`config.mk`:
```
export PLATFORM = sky130hd
export DESIGN_NAME = arbitro_memoria_datos
export DESIGN_NICKNAME = d
export VERILOG_FILES = /design/src/rtl/pipeline_pkg.sv /design/src/rtl/arbitro_rr2.sv /design/src/rtl/arbitro_memoria_datos.sv
export SDC_FILE = /design/constraint.sdc
export NUM_CORES = 1
export LEC_CHECK = 0
export CELL_PAD_IN_SITES_DETAIL_PLACEMENT = 1
export CELL_PAD_IN_SITES_GLOBAL_PLACEMENT = 1
export CORE_MARGIN = 2
export CORE_UTILIZATION = 29
export CTS_BUF_LIST = sky130_fd_sc_hd__clkbuf_4
export DETAILED_ROUTE_END_ITERATION = 7
export HOLD_SLACK_MARGIN = 0.12
export PLACE_DENSITY = 0.92
export SLEW_MARGIN = 20
export SYNTH_ARGS = -nofsm -noshare
export SYNTH_HDL_FRONTEND = slang
export SYNTH_SLANG_ARGS = --single-unit
```
`constraint.sdc`:
```
create_clock -name clk -period 1.8 [get_ports clk]
set_clock_uncertainty 0.1 [all_clocks]
set_input_delay 0.54 -clock clk [delete_from_list [all_inputs] [get_ports clk]]
set_output_delay 0.54 -clock clk [all_outputs]
set_load 0.02 [all_outputs]
```
`src/rtl/pipeline_pkg.sv`:
```
// Shared pipeline definitions: data-memory geometry, arbiter FSM states and
// requester port encoding.
package pipeline_pkg;

  localparam int ANCHO_DATOS_MEM = 32;
  localparam int ANCHO_DIR_MEM   = 10;

  typedef enum logic [1:0] {
    INACTIVO = 2'd0,
    ACCESO   = 2'd1,
    FIN      = 2'd2
  } estado_arb_t;

  typedef enum logic {
    P = 1'b0,
    D = 1'b1
  } puerto_t;

endpackage

```
`src/rtl/arbitro_rr2.sv`:
```
// Two-way request selector: round-robin on ties, or fixed priority to the
// MEM-stage port. Purely combinational; grant bit 0 = P, bit 1 = D.
module arbitro_rr2
  import pipeline_pkg::*;
#(
  parameter int PRIORIDAD_FIJA = 0
) (
  input  logic       p_req,
  input  logic       d_req,
  input  puerto_t    ultimo,
  output logic [1:0] grant
);

  always_comb begin
    grant = 2'b00;
    if (p_req && d_req) begin
      // On a tie the port that was not served last goes first.
      if ((PRIORIDAD_FIJA != 0) || (ultimo == D)) grant = 2'b01;
      else                                         grant = 2'b10;
    end else if (p_req) begin
      grant = 2'b01;
    end else if (d_req) begin
      grant = 2'b10;
    end
  end

endmodule

```
`src/rtl/arbitro_memoria_datos.sv`:
```
// Arbiter and access sequencer sharing the single-port data memory between
// the MEM stage (p_) and the debug/loader port (d_), one access per 3 cycles.
module arbitro_memoria_datos
  import pipeline_pkg::*;
#(
  parameter int ANCHO_DATOS    = ANCHO_DATOS_MEM,
  parameter int ANCHO_DIR      = ANCHO_DIR_MEM,
  parameter int PRIORIDAD_FIJA = 0
) (
  input  logic                   clk,
  input  logic                   reset,
  input  logic                   p_req,
  input  logic                   p_we,
  input  logic [ANCHO_DIR-1:0]   p_direccion,
  input  logic [ANCHO_DATOS-1:0] p_din,
  output logic                   p_ack,
  output logic [ANCHO_DATOS-1:0] p_rdata,
  output logic                   p_stall,
  input  logic                   d_req,
  input  logic                   d_we,
  input  logic [ANCHO_DIR-1:0]   d_direccion,
  input  logic [ANCHO_DATOS-1:0] d_din,
  output logic                   d_ack,
  output logic [ANCHO_DATOS-1:0] d_rdata,
  output logic                   mem_read,
  output logic                   mem_write,
  output logic [ANCHO_DIR-1:0]   mem_direccion,
  output logic [ANCHO_DATOS-1:0] mem_din,
  input  logic [ANCHO_DATOS-1:0] mem_dout
);

  estado_arb_t            state_q, state_d;
  puerto_t                ultimo_q, ultimo_d;
  puerto_t                ganador_q, ganador_d;
  logic                   mem_read_q, mem_read_d;
  logic                   mem_write_q, mem_write_d;
  logic [ANCHO_DIR-1:0]   mem_direccion_q, mem_direccion_d;
  logic [ANCHO_DATOS-1:0] mem_din_q, mem_din_d;
  logic                   p_ack_q, p_ack_d;
  logic                   d_ack_q, d_ack_d;
  logic [ANCHO_DATOS-1:0] p_rdata_q, p_rdata_d;
  logic [ANCHO_DATOS-1:0] d_rdata_q, d_rdata_d;
  logic [1:0]             grant;
  logic                   we_sel;

  arbitro_rr2 #(
    .PRIORIDAD_FIJA(PRIORIDAD_FIJA)
  ) u_arbitro_rr2 (
    .p_req (p_req),
    .d_req (d_req),
    .ultimo(ultimo_q),
    .grant (grant)
  );

  always_comb begin
    state_d         = state_q;
    ultimo_d        = ultimo_q;
    ganador_d       = ganador_q;
    mem_read_d      = 1'b0;
    mem_write_d     = 1'b0;
    mem_direccion_d = mem_direccion_q;
    mem_din_d       = mem_din_q;
    p_ack_d         = 1'b0;
    d_ack_d         = 1'b0;
    p_rdata_d       = p_rdata_q;
    d_rdata_d       = d_rdata_q;
    we_sel          = 1'b0;
    unique case (state_q)
      INACTIVO: begin
        if (grant != 2'b00) begin
          ganador_d       = grant[1] ? D : P;
          ultimo_d        = grant[1] ? D : P;
          we_sel          = grant[1] ? d_we : p_we;
          mem_read_d      = ~we_sel;
          mem_write_d     = we_sel;
          mem_direccion_d = grant[1] ? d_direccion : p_direccion;
          mem_din_d       = grant[1] ? d_din : p_din;
          state_d         = ACCESO;
        end
      end
      ACCESO: begin
        // mem_dout was produced on the falling edge of this cycle.
        if (ganador_q == P) begin
          p_ack_d = 1'b1;
          if (mem_read_q) p_rdata_d = mem_dout;
        end else begin
          d_ack_d = 1'b1;
          if (mem_read_q) d_rdata_d = mem_dout;
        end
        state_d = FIN;
      end
      FIN: begin
        // Requests are ignored here so a port dropping req on ack is not re-served.
        state_d = INACTIVO;
      end
      default: state_d = INACTIVO;
    endcase
  end

  always_ff @(posedge clk) begin
    if (reset) begin
      state_q         <= INACTIVO;
      ultimo_q        <= D;
      ganador_q       <= P;
      mem_read_q      <= 1'b0;
      mem_write_q     <= 1'b0;
      mem_direccion_q <= '0;
      mem_din_q       <= '0;
      p_ack_q         <= 1'b0;
      d_ack_q         <= 1'b0;
      p_rdata_q       <= '0;
      d_rdata_q       <= '0;
    end else begin
      state_q         <= state_d;
      ultimo_q        <= ultimo_d;
      ganador_q       <= ganador_d;
      mem_read_q      <= mem_read_d;
      mem_write_q     <= mem_write_d;
      mem_direccion_q <= mem_direccion_d;
      mem_din_q       <= mem_din_d;
      p_ack_q         <= p_ack_d;
      d_ack_q         <= d_ack_d;
      p_rdata_q       <= p_rdata_d;
      d_rdata_q       <= d_rdata_d;
    end
  end

  assign mem_read      = mem_read_q;
  assign mem_write     = mem_write_q;
  assign mem_direccion = mem_direccion_q;
  assign mem_din       = mem_din_q;
  assign p_ack         = p_ack_q;
  assign d_ack         = d_ack_q;
  assign p_rdata       = p_rdata_q;
  assign d_rdata       = d_rdata_q;
  assign p_stall       = p_req & ~p_ack_q;

endmodule

```
==> results.txt <==
Clock Path Buffers - 2
Port Buf Inserts - 232
most frequent cells after synthesis - nand2_1 (215), dfxtp_1 (114), a21oi_1 (107), a311oi_2 (40), clkbuf_1 (34)
clk sink count - 114
Fmax achieved - 571 MHz
CP max FO - 2
grt ovf - 0
final hold viol count - 0
global-route wire length before repair - 25900 um
worst slack, placed - -0.698 ns
Post-synth EDFFs - 0
fraction of registers with async set/reset - 0
Avg WL per Cell - 16.9 um
final setup vio count - 0
WP data arrival - 1.11 ns
Final Max Slew Viols - 0
Max-Cap Viols - 0
synthesized flop and latch total - 114
Overall Power - 6040 uW
RR Startpoint - state_q[1]
gr usage total - 0.198
via/cell ratio - 4.80
Clk Latency, worst-skew pair - 0.50 ns
H-Tree Depth - 4
die area - 17100 um^2
leak pwr - 0.00286 uW
sequential fraction of the synthesis area - 0.491
Initial Utilization - 0.295
die height - 131 um
top-count cell post-synth - nand2_1
peak supply drop - 0.435 mV
Crit. End Element - primary output
CTS root buf - clkbuf_4
CP required - 1.16 ns
dpl hpwl - 12600 um
Core ar. - 15800 um^2
largest net degree at the start of global routing - 52
Area Overhead vs Synth - 53.0%
final net count - 898
hold crit path type - input pin to flop
status - completed
layout cells sized above 1 - 0.276
Routed Wire Length - 17000 um
Tmin final - 1.75 ns
Setup Crit Path Kind - flop to primary output
post-synthesis cell area - 4650 um^2
CP Launch Point - p_ack
Post-Route Hold Slack - 0.260 ns
synth unique cells - 23
drt drc - 0
Synth area leaders - dfxtp_1 (49%), nand2_1 (17%), a311oi_2 (13%), a21oi_1 (12%), clkbuf_1 (2.7%)
Worst Setup Start Kind - flop
filler cell count - 1936
Ports - 233
floorplan row count - 46
global placer's final weighted congestion - 0.773
power per cell area - 848 nW/um^2
Worst-path clk slew - 0.12 ns
share of the synthesized area in the top cell type - 0.491
via count - 4831
Post-CTS Setup Repair Bufs - 0
Synth Instances - 549
worst slew pin tran - 0.348 ns
max_slew headroom - 0.768
antenna violation net count after detailed routing - 0
cts hold-fix bufs - 0
RSZ-0062 raised after global routing - yes
setup ws final - 0.0482 ns
Synth warnings - 0
Mean Syn Cell Area - 8.47 um^2
Synth area leader - dfxtp_1
period utilisation layout - 0.973
Setup TNS - 0 ns
Syn Nets - 671
Die W - 131 um
1st-pass router iterations - 4
initial antenna violation count - 1
clock buffer count from CTS - 17
main flop type after synthesis - dfxtp_1
Hold Startpoint - reset
CTS tree - built
Initial DRC Count - 145
vias in the first global route - 5043
-- worst max-delay path: stages, from the launching register on --
cell,delay [ns]
dfxtp_4,0.38
nor2b_4,0.11
buf_6,0.12
-- what timing repair did --
action                     in CTS  in global routing
resized for setup             451                  4
pin swaps                       0                  0
setup endpoints to repair     111                  3
-- layout by cell type (no fill, tap or decap), drive strengths merged, types with 3 or more instances in the layout --
cell / n
a21oi: 107
a311oi: 42
buf: 139
bufinv: 3
clkbuf: 17
clkdlybuf4s50: 119
clkinv: 8
clkinvlp: 3
dfxtp: 114
nand2: 215
nor2b: 3
-- report_power, final --
group | internal [uW] | switching, uW
sequential | 2660 | 81.7
combinational | 602 | 692
clock | 950 | 1050
total | 4210 | 1830
-- per-stage QoR --
| step | area, um^2 | util | cells |
|---|---|---|---|
| floorplan | 4650 | - | 549 |
| global placement | 7350 | 0.466 | 973 |
| detailed placement | 7350 | 0.466 | 973 |
| CTS | 7100 | 0.450 | 1005 |
| global route | 7120 | 0.451 | 1006 |
| finish | 7120 | 0.451 | 1006 |
-- flip-flops by register name, summed over array words and instances, names as in the netlist --
name and count:
mem_write 1, ganador_q 1, d_rdata 32, p_ack 1, ultimo_q 1, mem_read 1, mem_direccion 10, state_q 2
p_rdata 32, mem_din 32, d_ack 1
-- metal layers --
layer	GRT usage	wire (um)	up-vias
met5	0	0	-
li1	-	-	2323
met1	0.213	6600	2303
met3	0.0778	1490	22
met4	0.0638	219	0
met2	0.357	8720	183
-- area by class of cell --
type                            instances  area (um^2)  share of cell area
Sequential cell                       114         2290               0.321
Multi-Input combinational cell        384         2160               0.304
Timing Repair Buffer                  259         2100               0.296
Tap cell                              216          270              0.0380
Clock inverter                         15          166              0.0234
Clock buffer                           17          128              0.0179
Antenna cell                            1         2.50            0.000351
-- worst paths after layout --
check                 to  slack [ns]  cells past startpoint
max              p_stall        0.05                      2
min          mem_din[13]        0.26                      2
max reg2reg     ultimo_q        0.19                      4
min reg2reg  d_rdata[27]        0.36                      2
-- cell families (layout without fill, tap and decap cells) --
logic type / Yosys count / after routing / synth area share
buf+inv: 51 / 291 / 0.0538
simple gates: 230 / 230 / 0.197
mux: 1 / 1 / 0.00215
flops: 114 / 114 / 0.491
other cells: 0 / 1 / 0
compound gates: 153 / 153 / 0.257
Note: power is estimated with default switching activity, not from simulation.
